===== src/rtl/z_event_counter_pkg.sv =====
// Shared constants for the z event counter: BCD digit geometry and limits.
package z_event_counter_pkg;

    localparam int                     BCD_DIGIT_W  = 4;
    localparam logic [BCD_DIGIT_W-1:0] BCD_MAX      = 4'd9;
    localparam int                     EVENT_DIGITS = 2;
    localparam int                     EVENT_W      = EVENT_DIGITS * BCD_DIGIT_W;

    // All-nines pattern across every event digit, i.e. the top of the count range.
    function automatic logic [EVENT_W-1:0] bcd_all_max();
        logic [EVENT_W-1:0] v;
        v = '0;
        for (int i = 0; i < EVENT_DIGITS; i++) begin
            v[i*BCD_DIGIT_W +: BCD_DIGIT_W] = BCD_MAX;
        end
        return v;
    endfunction

endpackage


===== src/rtl/z_event_counter_bcd_digit.sv =====
// One decimal digit (0-9) with increment, clear, and carry-out on 9 -> 0.
module z_event_counter_bcd_digit
    import z_event_counter_pkg::*;
(
    input  logic                   clk,
    input  logic                   rst,
    input  logic                   clr,
    input  logic                   inc,
    output logic [BCD_DIGIT_W-1:0] q,
    output logic                   carry
);

    assign carry = inc && (q == BCD_MAX);

    // NOTE: state registers use non-blocking assignments so every flop samples pre-edge values.
    always_ff @(posedge clk) begin
        if (rst) begin
            q <= '0;
        end else if (clr) begin
            q <= '0;
        end else if (inc) begin
            q <= carry ? '0 : q + 1'b1;
        end
    end

endmodule


===== src/rtl/z_event_counter.sv =====
// Counts rising edges of detector output z in two-digit BCD and tracks z=1 run lengths.
// Define Z_EVENT_COUNT_SAT_EN to saturate the count at 99 instead of wrapping to 00.
module z_event_counter
    import z_event_counter_pkg::*;
#(
    parameter int RUN_W = 8
) (
    input  logic               clk,
    input  logic               rst,
    input  logic               z,
    input  logic               clr,
    output logic               evt,
    output logic [EVENT_W-1:0] event_bcd,
    output logic               ovf,
    output logic [RUN_W-1:0]   run_len,
    output logic [RUN_W-1:0]   max_run
);

    logic                   z_d;
    logic                   rise;
    logic                   at_max;
    logic                   ones_inc;
    logic                   ones_carry;
    logic                   tens_carry;
    logic                   ovf_set;
    logic [BCD_DIGIT_W-1:0] ones_q;
    logic [BCD_DIGIT_W-1:0] tens_q;
    logic [RUN_W-1:0]       run_next;

    assign rise      = z && !z_d;
    assign event_bcd = {tens_q, ones_q};
    assign at_max    = (event_bcd == bcd_all_max());

`ifdef Z_EVENT_COUNT_SAT_EN
    assign ones_inc = rise && !at_max;
`else
    assign ones_inc = rise;
`endif
    // Wrap mode sees the attempt as tens_carry; saturating mode blocks the carry, so test at_max too.
    assign ovf_set = tens_carry || (rise && at_max);

    z_event_counter_bcd_digit u_ones (
        .clk   (clk),
        .rst   (rst),
        .clr   (clr),
        .inc   (ones_inc),
        .q     (ones_q),
        .carry (ones_carry)
    );

    z_event_counter_bcd_digit u_tens (
        .clk   (clk),
        .rst   (rst),
        .clr   (clr),
        .inc   (ones_carry),
        .q     (tens_q),
        .carry (tens_carry)
    );

    always_comb begin
        run_next = '0;
        if (z) begin
            run_next = (run_len == '1) ? run_len : run_len + 1'b1;
        end
    end

    // z_d keeps tracking z through clr so a rise swallowed by clr is never counted later.
    always_ff @(posedge clk) begin
        if (rst) begin
            z_d <= 1'b0;
        end else begin
            z_d <= z;
        end
    end

    always_ff @(posedge clk) begin
        if (rst || clr) begin
            evt     <= 1'b0;
            ovf     <= 1'b0;
            run_len <= '0;
            max_run <= '0;
        end else begin
            evt     <= rise;
            ovf     <= ovf || ovf_set;
            run_len <= run_next;
            max_run <= (run_next > max_run) ? run_next : max_run;
        end
    end

endmodule


===== config.mk =====
export PLATFORM = sky130hd
export DESIGN_NAME = z_event_counter
export DESIGN_NICKNAME = d
export VERILOG_FILES = /design/src/rtl/z_event_counter_pkg.sv /design/src/rtl/z_event_counter_bcd_digit.sv /design/src/rtl/z_event_counter.sv
export SDC_FILE = /design/constraint.sdc
export NUM_CORES = 1
export LEC_CHECK = 0
export ABC_AREA = 1
export ABC_CLOCK_PERIOD_IN_PS = 2500
export CORE_MARGIN = 5
export CORE_UTILIZATION = 53
export CTS_BUF_LIST = sky130_fd_sc_hd__clkbuf_8
export DETAILED_ROUTE_END_ITERATION = 7
export PLACE_DENSITY = 0.9
export SYNTH_ARGS = -nofsm -noshare
export SYNTH_HDL_FRONTEND = slang
export SYNTH_SLANG_ARGS = --single-unit

===== constraint.sdc =====
create_clock -name clk -period 2.5 [get_ports clk]
set_clock_uncertainty 0.05 [all_clocks]
set_input_delay 0.5 -clock clk [delete_from_list [all_inputs] [get_ports clk]]
set_output_delay 0.5 -clock clk [all_outputs]
set_load 0.01 [all_outputs]

==> out/qor.yml <==
outcome: "complete, no violations"
drive_above_1_share: 0.149
final_common_cell: "nand2_1"
syn_area_um2: 1500
maxCapViolations: 0
ctsHoldBuffers: 0
hp-start: "ovf$_SDFF_PP0_"
grt_overflow_total: 0
fmax_ghz: 0.429
power.total_uw: 1490
final_antenna_net_count: 0
cts_num_sinks: 27
synthSimpleGateAreaFrac: 0.341
final_util: 0.723
slew_headroom: 0.790
layout_common_cells: "nand2_1, nor2_1, inv_1"
antenna_found_initial: 0
whs_endpoint: "ovf$_SDFF_PP0_"
dpl_cell_area_um2: 1900
syn_to_final_growth_pct: 32.2
htreeDepth: 1
synth-xor-area-share: 0.0176
grt_usage: 0.176
min_path_cells: 2
ios: 30
period_share: 0.933
busiest_layer: "met2"
finalSetupViolCount: 0
gp_congestion: 0.887
firstDrtPassIters: 4
clkLatencyLatePin_ps: 280
end_kind: "flop"
drc: 0
ys_ff_latch: 27
synthTopCellsByArea: "dfxtp_1, ha_1, nand2_1"
fillers: 210
synth-seq-area-share: 0.362
vdd_drop_max_v: 0.000796
required_ps: 2630
synth_top_area_frac: 0.362
synthDistinctLibCells: 29
netlist_instances: 207
ys_warn_count: 0
finalWorstSetupSlack_ps: 167
criticalPathCategory: "input pin to flop"
yosys.area_share.adder: 0.109
crit_path_start_kind: "input pin"
syn_area_per_cell_um2: 7.22
reg2reg_slack_ps: 170
powerDensity_nw_per_um2: 752
path_clk_slew_ps: 100
grt_max_degree: 16
num_rows: 19
place.port_buffers: 29
finish.instance_area_um2: 1980
cts_tree: "done"
hpwl_mm: 2.64
final.min_clock_period_ps: 2330
tns_ps: 0
routedWlPerCell_um: 12.6
syn_nets: 224
cts_buffer_depth: 2
use_met2: 0.305
vias: 1445
hold_viol: 0
synthMuxAreaShare: 0
dieArea_um2: 3980
path_max_fanout: 10
r2r_end: "max_run[3]$_SDFFE_PP0N_"
cts_buffers: 3
grt_pass1_wl_mm: 5.82
grt_pass1_vias: 1326
synth_top_cell_by_area: "dfxtp_1"
drt_wl_total_mm: 3.54
num_antenna_cells: 0
start_util: 0.547
r2r-start: "run_len[1]$_SDFF_PP0_"
tightestPinTransition_ps: 314
fin_nets: 267
synth_top_family_by_area: "simple AND/OR/NAND/NOR gates"
crit_arrival_ps: 2460
die_x_um: 63.1
p_leak_uw: 0.000880
met3_usage: 0.0320
via_per_inst: 5.16
slew_violations: 0
grtUsageMet1: 0.216
hp-class: "flop to flop"
first_iter_violations: 99
synth-compound-area-share: 0.0695
clockRootBuffer: "clkbuf_8"
ff2ff_path_depth: 13
dieHeight_um: 63.1
core_area_um2: 2730
dp_slack_ps: -104
-- kinds of logic after synthesis --
group | count (synthesis)
compound gates | 18
xor+xnor | 3
fa+ha+maj | 13
buf+inv | 37
flops | 27
simple gates | 109
-- repair_timing --
item | in CTS | in global routing
buffers inserted | 0 | 0
setup endpoints to repair | 0 | 8
gates resized for setup | 0 | 11
-- layer usage --
| metal | wire length, um | vias to the layer above |
|---|---|---|
| met4 | 64 | 0 |
| li1 | - | 739 |
| met5 | 0 | - |
| met1 | 1610 | 665 |
| met3 | 124 | 7 |
| met2 | 1740 | 34 |
-- flip-flops by register name, indices dropped and copies added, names as in the netlist --
register	cells
u_ones.q	4
evt	1
u_tens.q	4
ovf	1
max_run	8
run_len	8
z_d	1
-- through the flow --
| stage | std cells | hold slack (ps) |
|---|---|---|
| after global routing | 280 | 459 |
| after global placement | 276 | 387 |
| after floorplan | 207 | 424 |
| final | 280 | 404 |
| after detailed placement | 276 | 393 |
| after CTS | 280 | 407 |
-- where the power goes --
part	total (uW)	switching [uW]	internal [uW]
sequential	502	29.9	472
clock	254	142	112
combinational	730	396	335
-- worst max-delay path, cell delays in order --
cell	delay, ps
clkdlybuf4s50_1	600
inv_1	150
nor2_1	130
nand2_1	90
inv_1	70
ha_1	210
nand2_1	60
inv_1	50
nand2_1	60
nand2_1	50
nand2_1	50
nand2_1	80
buf_4	180
a21oi_1	130
nor2_1	60
-- final cells by class --
type / instances / area [um2] / area share
multi-input combinational: 143 / 831 / 0.420
sequential: 27 / 543 / 0.275
timing repair buffer: 42 / 392 / 0.198
inverter: 33 / 126 / 0.0639
clock buffer: 3 / 41.3 / 0.0209
tap: 31 / 38.8 / 0.0196
clock inverter: 1 / 5.00 / 0.00253
-- Yosys cell counts, drive strengths merged --
cell type,instances
or2,1
nor3b,1
dfxtp,27
xor2,3
a21o,1
nand4,4
buf,4
nor2,38
nand3b,2
clkinv,2
inv,31
a21oi,13
nand2,41
nor3,4
o31ai,1
nand3,18
ha,13
a211oi,1
o21a,1
o21ai,1
-- how the worst max path moves through the flow --
stage                                startpoint                      end  slack [ps]
after floorplan           run_len[0]$_SDFF_PP0_  max_run[0]$_SDFFE_PP0N_         260
after global placement                        z  max_run[0]$_SDFFE_PP0N_         -40
after detailed placement                      z  max_run[3]$_SDFFE_PP0N_        -100
after CTS                 run_len[1]$_SDFF_PP0_  max_run[3]$_SDFFE_PP0N_         100
after global routing      run_len[1]$_SDFF_PP0_  max_run[4]$_SDFFE_PP0N_          -8
final                                         z  max_run[3]$_SDFFE_PP0N_         170
(Power assumes the default switching activity.)
